<file path="src/rtl/move_commit.sv">
// ---------------------------------------------------------------------------
// move_commit
//   Accepts or rejects candidate moves of the active 2x2-box piece against the
//   fallen-block board and the board edges. A blocked down move locks the
//   piece: its cells are merged into the board, full rows are removed one row
//   per cycle (rows above shift down), and the next piece is spawned. A spawn
//   that lands on occupied cells ends the game.
//
// Ports
//   clk, rst                 clock, asynchronous active-high reset
//   move_req                 1-cycle pulse, candidate valid (sampled in IDLE only)
//   move_is_down             candidate is a down move
//   new_pos_x/new_pos_y      candidate column / row (row 0 = top)
//   new_rot                  candidate rotation
//   piece_next               piece type taken at spawn time
//   cur_pos_x/cur_pos_y      committed position
//   cur_rot, cur_piece       committed rotation, active piece type
//   fallenBlocks             board, fallenBlocks[y][x] = 1 when occupied
//   lines_cleared            running count of removed rows (wraps)
//   busy                     1 in every state except IDLE
//   game_over                1 once the game has ended
// ---------------------------------------------------------------------------
module move_commit #(
  parameter logic [2:0] SPAWN_X = 3'd3
) (
  input  logic            clk,
  input  logic            rst,
  input  logic            move_req,
  input  logic            move_is_down,
  input  logic [2:0]      new_pos_x,
  input  logic [2:0]      new_pos_y,
  input  logic [1:0]      new_rot,
  input  logic [1:0]      piece_next,
  output logic [2:0]      cur_pos_x,
  output logic [2:0]      cur_pos_y,
  output logic [1:0]      cur_rot,
  output logic [1:0]      cur_piece,
  output logic [7:0][7:0] fallenBlocks,
  output logic [7:0]      lines_cleared,
  output logic            busy,
  output logic            game_over
);

  typedef enum logic [2:0] {
    S_IDLE  = 3'd0,
    S_CHECK = 3'd1,
    S_LOCK  = 3'd2,
    S_CLEAR = 3'd3,
    S_SPAWN = 3'd4,
    S_SPCHK = 3'd5,
    S_OVER  = 3'd6
  } state_t;

  // Occupancy mask of a piece type after r clockwise rotations.
  // Bit i of the mask is the cell (dx, dy) = (i % 2, i / 2).
  function automatic logic [3:0] rot_mask(input logic [1:0] piece, input logic [1:0] rot);
    logic [3:0] m;
    case (piece)
      2'd0:    m = 4'b1111;
      2'd1:    m = 4'b0111;
      2'd2:    m = 4'b0011;
      default: m = 4'b0001;
    endcase
    for (int i = 0; i < 3; i++) begin
      if (i < int'(rot)) begin
        m = {m[1], m[3], m[0], m[2]};
      end else begin
        m = m;
      end
    end
    return m;
  endfunction

  // True when any set cell falls off the board or onto an occupied cell.
  // Coordinates are widened to 4 bits so x+1 / y+1 past column/row 7 is seen.
  function automatic logic collides(input logic [7:0][7:0] board, input logic [3:0] mask,
                                    input logic [2:0] x, input logic [2:0] y);
    logic       hit;
    logic [3:0] px;
    logic [3:0] py;
    hit = 1'b0;
    for (int i = 0; i < 4; i++) begin
      px = {1'b0, x} + 4'(i % 2);
      py = {1'b0, y} + 4'(i / 2);
      if (mask[i]) begin
        if ((px > 4'd7) || (py > 4'd7)) begin
          hit = 1'b1;
        end else if (board[py[2:0]][px[2:0]]) begin
          hit = 1'b1;
        end else begin
          hit = hit;
        end
      end else begin
        hit = hit;
      end
    end
    return hit;
  endfunction

  // Board with the given piece cells ORed in (off-board cells are ignored).
  function automatic logic [7:0][7:0] place(input logic [7:0][7:0] board, input logic [3:0] mask,
                                            input logic [2:0] x, input logic [2:0] y);
    logic [7:0][7:0] b;
    logic [3:0]      px;
    logic [3:0]      py;
    b = board;
    for (int i = 0; i < 4; i++) begin
      px = {1'b0, x} + 4'(i % 2);
      py = {1'b0, y} + 4'(i / 2);
      if (mask[i] && (px <= 4'd7) && (py <= 4'd7)) begin
        b[py[2:0]][px[2:0]] = 1'b1;
      end else begin
        b = b;
      end
    end
    return b;
  endfunction

  state_t          state_q;
  logic [2:0]      pos_x_q;
  logic [2:0]      pos_y_q;
  logic [1:0]      rot_q;
  logic [1:0]      piece_q;
  logic [7:0][7:0] board_q;
  logic [7:0]      lines_q;
  logic            busy_q;
  logic            over_q;
  logic [2:0]      cand_x_q;
  logic [2:0]      cand_y_q;
  logic [1:0]      cand_rot_q;
  logic            cand_down_q;
  logic [2:0]      row_q;
  logic [3:0]      clr_cnt_q;

  logic [3:0]      cand_mask_d;
  logic [3:0]      cur_mask_d;
  logic            cand_hit_d;
  logic            cur_hit_d;
  logic [7:0][7:0] locked_board_d;
  logic [7:0][7:0] shifted_board_d;
  logic            row_full_d;

  // Collision of candidate and current piece, merged board, full-row test.
  always_comb begin
    cand_mask_d    = rot_mask(piece_q, cand_rot_q);
    cur_mask_d     = rot_mask(piece_q, rot_q);
    // A down move whose row went backwards wrapped past row 7: that is the floor.
    cand_hit_d     = collides(board_q, cand_mask_d, cand_x_q, cand_y_q) |
                     (cand_down_q & (cand_y_q < pos_y_q));
    cur_hit_d      = collides(board_q, cur_mask_d, pos_x_q, pos_y_q);
    locked_board_d = place(board_q, cur_mask_d, pos_x_q, pos_y_q);
    row_full_d     = (board_q[row_q] == 8'hFF);
  end

  // Board with row row_q removed: rows 1..row_q take the row above, row 0 empties.
  always_comb begin
    shifted_board_d    = board_q;
    shifted_board_d[0] = 8'h00;
    for (int i = 1; i < 8; i++) begin
      if (3'(i) <= row_q) begin
        shifted_board_d[i] = board_q[i - 1];
      end else begin
        shifted_board_d[i] = board_q[i];
      end
    end
  end

  // Move/lock/clear/spawn controller with all outputs held in registers.
  always_ff @(posedge clk or posedge rst) begin
    if (rst) begin
      state_q     <= S_IDLE;
      pos_x_q     <= SPAWN_X;
      pos_y_q     <= 3'd0;
      rot_q       <= 2'd0;
      piece_q     <= 2'd0;
      board_q     <= '0;
      lines_q     <= 8'd0;
      busy_q      <= 1'b0;
      over_q      <= 1'b0;
      cand_x_q    <= 3'd0;
      cand_y_q    <= 3'd0;
      cand_rot_q  <= 2'd0;
      cand_down_q <= 1'b0;
      row_q       <= 3'd0;
      clr_cnt_q   <= 4'd0;
    end else begin
      case (state_q)
        S_IDLE: begin
          if (move_req) begin
            cand_x_q    <= new_pos_x;
            cand_y_q    <= new_pos_y;
            cand_rot_q  <= new_rot;
            cand_down_q <= move_is_down;
            busy_q      <= 1'b1;
            state_q     <= S_CHECK;
          end else begin
            busy_q      <= 1'b0;
          end
        end
        S_CHECK: begin
          if (!cand_hit_d) begin
            pos_x_q <= cand_x_q;
            pos_y_q <= cand_y_q;
            rot_q   <= cand_rot_q;
            busy_q  <= 1'b0;
            state_q <= S_IDLE;
          end else if (cand_down_q) begin
            state_q <= S_LOCK;
          end else begin
            busy_q  <= 1'b0;
            state_q <= S_IDLE;
          end
        end
        S_LOCK: begin
          board_q   <= locked_board_d;
          row_q     <= 3'd7;
          clr_cnt_q <= 4'd0;
          state_q   <= S_CLEAR;
        end
        S_CLEAR: begin
          clr_cnt_q <= clr_cnt_q + 4'd1;
          // The same row is re-examined after a removal since a full row may
          // have dropped into it. The cycle counter caps the scan at 16 cycles.
          if (row_full_d && (clr_cnt_q != 4'd15)) begin
            board_q <= shifted_board_d;
            lines_q <= lines_q + 8'd1;
          end else if ((row_q == 3'd0) || (clr_cnt_q == 4'd15)) begin
            state_q <= S_SPAWN;
          end else begin
            row_q   <= row_q - 3'd1;
          end
        end
        S_SPAWN: begin
          piece_q <= piece_next;
          pos_x_q <= SPAWN_X;
          pos_y_q <= 3'd0;
          rot_q   <= 2'd0;
          state_q <= S_SPCHK;
        end
        S_SPCHK: begin
          if (cur_hit_d) begin
            over_q  <= 1'b1;
            state_q <= S_OVER;
          end else begin
            busy_q  <= 1'b0;
            state_q <= S_IDLE;
          end
        end
        S_OVER: begin
          over_q  <= 1'b1;
          busy_q  <= 1'b1;
        end
        default: begin
          busy_q  <= 1'b0;
          state_q <= S_IDLE;
        end
      endcase
    end
  end

  assign cur_pos_x     = pos_x_q;
  assign cur_pos_y     = pos_y_q;
  assign cur_rot       = rot_q;
  assign cur_piece     = piece_q;
  assign fallenBlocks  = board_q;
  assign lines_cleared = lines_q;
  assign busy          = busy_q;
  assign game_over     = over_q;

endmodule

</file>
<file path="config.mk">
export PLATFORM = sky130hd
export DESIGN_NAME = move_commit
export DESIGN_NICKNAME = d
export VERILOG_FILES = /design/src/rtl/move_commit.sv
export SDC_FILE = /design/constraint.sdc
export NUM_CORES = 1
export LEC_CHECK = 0
export ABC_AREA = 1
export ABC_CLOCK_PERIOD_IN_PS = 8600
export BUFFER_PORTS_ARGS = -buffer_cell sky130_fd_sc_hd__buf_4
export CAP_MARGIN = 10
export CORE_MARGIN = 2
export CORE_UTILIZATION = 31
export DETAILED_ROUTE_END_ITERATION = 6
export GPL_TIMING_DRIVEN = 0
export PLACE_DENSITY = 0.53
export SETUP_SLACK_MARGIN = 0.05
export SLEW_MARGIN = 10
export SYNTH_ARGS = -nofsm -noshare
export SYNTH_HDL_FRONTEND = slang
export SYNTH_SLANG_ARGS = --single-unit
export TNS_END_PERCENT = 20
</file>
<file path="constraint.sdc">
create_clock -name clk -period 8.6 [get_ports clk]
set_input_delay 1.72 -clock clk [delete_from_list [all_inputs] [get_ports clk]]
set_output_delay 1.72 -clock clk [all_outputs]
set_load 0.05 [all_outputs]
</file>
* Yosys cells after proc, flatten, opt, wreduce, memory -nomap -nowiden
Cells that the tools add are included.
Widths: inputs -> output; s select.
** Cells by class
- Add/sub/neg operators :: 7
- $lt $le $gt $ge :: 39
- Equal/unequal tests :: 27
- Muxes and demuxes :: 106
- Bitwise logic cells :: 8
- Reduce and logical (&&, ||, !) cells :: 44
** Operators with widths (number)
- $mux 64 :: 5
- $or 64x64->64 :: 4
- $mux 8 :: 16
- $pmux 64 s2 :: 1
- $bmux 8 s3 :: 5
- $demux 8 s3 :: 4
- $mux 1 :: 39
- $lt 3x4->1 const B :: 9
- $ne 2x2->1 const B :: 15
- $reduce_and 3->1 :: 9
- $bmux 1 s3 :: 8
- $mux 3 :: 8
- $mux 4 :: 6
- $pmux 3 s7 :: 1
- $pmux 3 s2 :: 3
- $add 3x1->4 const B :: 4
- $gt 4x3->1 const B :: 4
- $logic_and 1x1->1 :: 13
- $ge 3x1->1 const B :: 4
- $gt 3x3->1 const B :: 4
- $le 3x3->1 const A :: 4
- $pmux 4 s3 :: 1
- $reduce_and 2->1 :: 5
- $eq 3x3->1 const B :: 3
- 33 further kinds :: 56
** Word-level totals
- Register bits :: 103
- Output and inout port bits :: 84

* Logic depth before layout (Yosys ltp)
- Depth after elaboration :: 19
- Gate-level depth with buffers :: 21
- Depth with buffers taken out :: 20

* Worst setup path before layout
Ideal clock, no wire load.
- Path type :: reg-to-reg
- From :: register pos_y_q[1] (netlist: cur_pos_y[1])
- To :: register state_q[1]
- Arrival time :: 2.524 ns
- Data required time :: 8.473 ns
- Path slack :: 5.949 ns
- Stages on the path, launching flop included :: 18
- Path buffers :: 1
- Cell sequence :: dfrtp_1 -> ha_1 -> ha_1 -> clkbuf_1 -> nand3_1 -> o22ai_1 -> nor2_1 -> nand2_1 -> nand2_1 -> nand2_1 -> nor2_1 -> nand3_1 -> nand2_1 -> nand2_1 -> o21ai_1 -> inv_1 -> nor2_1 -> nand3b_1
** On the way
- Word-level cells in the longest chain between the ends :: 18
** RTL lines
- start, declared :: RTL line 121 : logic [2:0] pos_y_q;
- start signal, assigned :: RTL line 203 : pos_y_q <= cand_y_q;
- $bmux 8 s3 :: RTL line 88 : end else if (board[py[2:0]][px[2:0]]) begin
- $mux 8 (implied by the code) :: RTL line 88
- $bmux 1 s3 :: RTL line 88
- $mux 1 (implied by the code) :: RTL line 88
- $mux 1 :: RTL line 88
- $mux 1 :: RTL line 86 : if ((px > 4'd7) || (py > 4'd7)) begin
- $mux 1 :: RTL line 85 : if (mask[i]) begin
- $mux 1 :: RTL line 88
- [... 2 more ...]
- $mux 1 :: RTL line 88
- $mux 1 :: RTL line 86
- $mux 1 :: RTL line 85
- $mux 1 :: RTL line 88
- $mux 1 :: RTL line 86
- $mux 1 :: RTL line 85
- $mux 3 :: RTL line 241 : if (cur_hit_d) begin
- $pmux 3 s7 * :: RTL line 187 : case (state_q)
- end signal, assigned :: RTL line 195 : state_q <= S_CHECK;
- end signal, assigned :: RTL line 243 : state_q <= S_OVER;
- end signal, assigned :: RTL line 246 : state_q <= S_IDLE;
- end, declared :: RTL line 119 : state_t state_q;
Mark *: on every way between the ends. The rest lies on a longest branch, timed or not. The select of a mux whose other input is x is not followed.
A chain may end at the register's enable or synchronous reset.

* Final worst setup path
- From :: register pos_x_q[1] (netlist: cur_pos_x[1])
- To :: register board_q (netlist bit fallenBlocks[13])
** On the way
- Word-level cells in the longest chain between the ends :: 15
** RTL lines
- start, declared :: RTL line 120 : logic [2:0] pos_x_q;
- start signal, assigned :: RTL line 202 : pos_x_q <= cand_x_q;
- parallel branches: the longest is 13 deep, another holds $add 3x1->4
- $mux 64 * :: RTL line 110 : if (mask[i] && (px <= 4'd7) && (py <= 4'd7)) begin
- $pmux 64 s2 * :: RTL line 187
- end signal, assigned :: RTL line 215 : board_q <= locked_board_d;
- end signal, assigned :: RTL line 225 : board_q <= shifted_board_d;
- end, declared :: RTL line 124 : logic [7:0][7:0] board_q;
Every way passes the cells marked *.

==> impl_metrics.toml <==
[grt]
top_usage_layer = "met2"
grt_max_degree = 80
grt_pass1_wl_mm = 92.3
grt_pass1_vias = 12800
grt_antenna_before_repair = 1
grt.total_usage_pct = 36.5
use_met1_pct = 50.9
gr-usage-met3_pct = 5.98
use_met2_pct = 53.1
grt_overflow = 0

[place]
post-dp-hpwl_mm = 50.4
gp_congestion = 1.04
dp.cells = 2314
portBuffers = 97

[sta]
holdWs_ns = 0.485
hold_violations = 0
tightest_slew_ns = 1.24
slew_viol_final = 0
min_period_over_period_pct = 43.2
final-setup-viol-count = 0
rsz0062_at_grt = "no"
fin_skew_ns = 0.0261
setup_tns_ns = 0
timing.fmax_ghz = 0.269
slew_headroom_pct = 17.0
min_period_ns = 3.72

[yosys]
synth.area.mux_share_pct = 0.109
synth-seq-cells = 103
syn_inst = 1770
avgSynthCellArea_um2 = 5.84
synth_seq_area_share_pct = 24.9
synth-edff-count = 0
yosys_warnings = 0
synth_top_family_by_area = "simple AND/OR/NAND/NOR gates"
netlist_area_um2 = 10300
yosysUniqueCellTypes = 52
syn_nets = 1801
synth_compound_area_share_pct = 20.1
synth_top_flop_cell = "dfrtp_1"
yosys.area_share.simple_pct = 41.5
synth-xor-area-share_pct = 0.677
synthAdderAreaFrac_pct = 2.06
async_flop_share_pct = 100

[layout]
antenna_cells = 0
fillCellCount = 3780
syn_to_final_growth_pct = 16.2
layout.nets = 1914
drive_gt1_share_pct = 12.8
fin_cells = 2330
fin_util_pct = 36.8

[flow_run]
cap_viol_max_count = 0

[routing]
routed_wl_mm = 64.5
drtIter0Drc = 1949
routed_via_density = 5.86
via_count = 13700
ant_nets = 0
route.detailed.drc = 2
wl_per_cell_um = 27.7
first_pass_iters = 7

[clock_tree]
h-tree-depth = 3
clk_path_buf_depth = 2
cts_tree = "built"
cts_resized = 0
hold_buffers = 0
root_buffer = "clkbuf_16"
cts_buffers = 9
clkLatencyLatePin_ns = 0.41
cts_num_sinks = 103
cts_setup_buffers = 0
cts.clk_slew.worst_paths_ns = 0.08

[die]
dieArea_um2 = 34800
ioPinCount = 98
fp.dieW_um = 187
start_util_pct = 31.6
rows = 66
core_um2 = 32700
chipHeight_um = 187

[critical_path]
crit_arrival_ns = 4.04
cp_data_required_time_ns = 8.92
critPathKind = "reg -> reg"
endpoint_kind = "flip-flop"
worstPathMaxFanout = 9
cp-start-kind = "flip-flop"

[status]
violations = "DRC"
outcome = "finished with violations"

[min_path]
hp-class = "reg -> reg"
-- through the flow --
stage | area [µm²] | worst slack (ns)
6_report | 12000 | 4.88
5_1_grt | 12000 | 4.79
4_1_cts | 12000 | 5.12
3_5_place_dp | 11700 | 5.14
3_3_place_gp | 11600 | 2.64
2_1_floorplan | 10300 | 4.18
-- Yosys cell counts (4+ instances only) --
master / number / area, µm²
nand2_1: 664 / 2490
nand3_1: 172 / 861
o21ai_0: 154 / 771
inv_1: 145 / 544
nor2_1: 109 / 409
dfrtp_1: 101 / 2530
a21oi_1: 63 / 315
o21ai_1: 40 / 200
buf_2: 34 / 170
inv_2: 33 / 124
nor3_1: 30 / 150
o22ai_1: 30 / 188
clkbuf_1: 24 / 90.1
ha_1: 17 / 213
nand4_1: 16 / 100
o211ai_1: 12 / 90.1
o2111ai_1: 11 / 96.3
buf_4: 10 / 75.1
nor3_2: 9 / 90.1
o221ai_1: 9 / 78.8
nor4_1: 8 / 50.1
a221oi_1: 7 / 61.3
buf_6: 6 / 67.6
buf_1: 5 / 18.8
nand2_2: 5 / 31.3
o221a_2: 5 / 56.3
xor2_1: 5 / 43.8
a22oi_1: 4 / 30.0
a31oi_1: 4 / 25.0
o31ai_1: 4 / 30.0
-- worst max-delay path: stages, from the launching register on --
cell and delay [ns]:
dfstp_2 0.65, ha_1 0.18, ha_1 0.21, inv_1 0.14, nor3_2 0.93, inv_1 0.34, o22ai_1 0.37, inv_2 0.14
o2111ai_1 0.30, o21ai_0 0.21, o21ai_1 0.17
-- routing by layer --
layer / vias up / wire length (µm)
met5: - / 18
met4: 2 / 4400
met3: 199 / 6210
met2: 871 / 26300
met1: 6470 / 27500
li1: 6110 / -
-- cells in the final DEF, fill, tap and decap left out, types with 4 or more instances in the layout --
cell type,count
nand2_1,664
nand3_1,172
o21ai_0,154
inv_1,144
buf_4,111
nor2_1,109
dfrtp_1,101
a21oi_1,63
o21ai_1,40
buf_2,34
inv_2,33
o22ai_1,30
nor3_1,26
clkbuf_1,25
ha_1,17
nand4_1,16
nor3_2,13
o211ai_1,12
o2111ai_1,11
o221ai_1,9
clkbuf_16,9
nor4_1,8
a221oi_1,7
buf_6,6
nand2_2,5
buf_1,5
o221a_2,5
xor2_1,5
o31ai_1,4
a31oi_1,4
a22oi_1,4
-- flip-flops by register name (all words and copies together) (netlist names) --
register       flops
row_q              3
cand_y_q           3
cur_pos_x          3
lines_cleared      8
cur_pos_y          3
game_over          1
clr_cnt_q          4
cand_x_q           3
state_q            3
cur_rot            2
fallenBlocks      64
cur_piece          2
busy               1
cand_down_q        1
cand_rot_q         2
-- final cells by class --
class                   count  area, µm²  share of cell area, %
multi-input cells        1409       6690                   55.6
clock inverters             6       85.1                  0.708
repair buffers            102        786                   6.54
well taps                 442        553                   4.60
plain buffers              79        422                   3.51
inverters                 179        677                   5.63
flip-flops and latches    103       2580                   21.5
clock buffers              10        229                   1.90
-- logic make-up (layout without fill, tap and decap cells) --
logic type / after synthesis / in the layout
compound gates: 357 / 357
xor+xnor: 8 / 8
fa+ha+maj: 17 / 17
buf+inv: 258 / 376
flops: 103 / 103
mux: 1 / 1
simple gates: 1026 / 1026
-- path summary, 6_finish.rpt --
check                                  start               end  slack, ns  cells after the start
worst max-delay path            cur_pos_x[1]  fallenBlocks[13]       4.88                     10
worst min-delay path               game_over         game_over       0.49                      2
worst max register to register  cur_pos_x[1]  fallenBlocks[13]       4.88                     10
worst min register to register     game_over         game_over       0.49                      2
max in group asynchronous                rst  fallenBlocks[57]       6.61                      3
min in group asynchronous                rst       cand_y_q[0]       1.26                      2
Power is left out: the tool's default activity adds up to more than one toggle a clock period on the data nets, which glitch-free logic cannot reach.
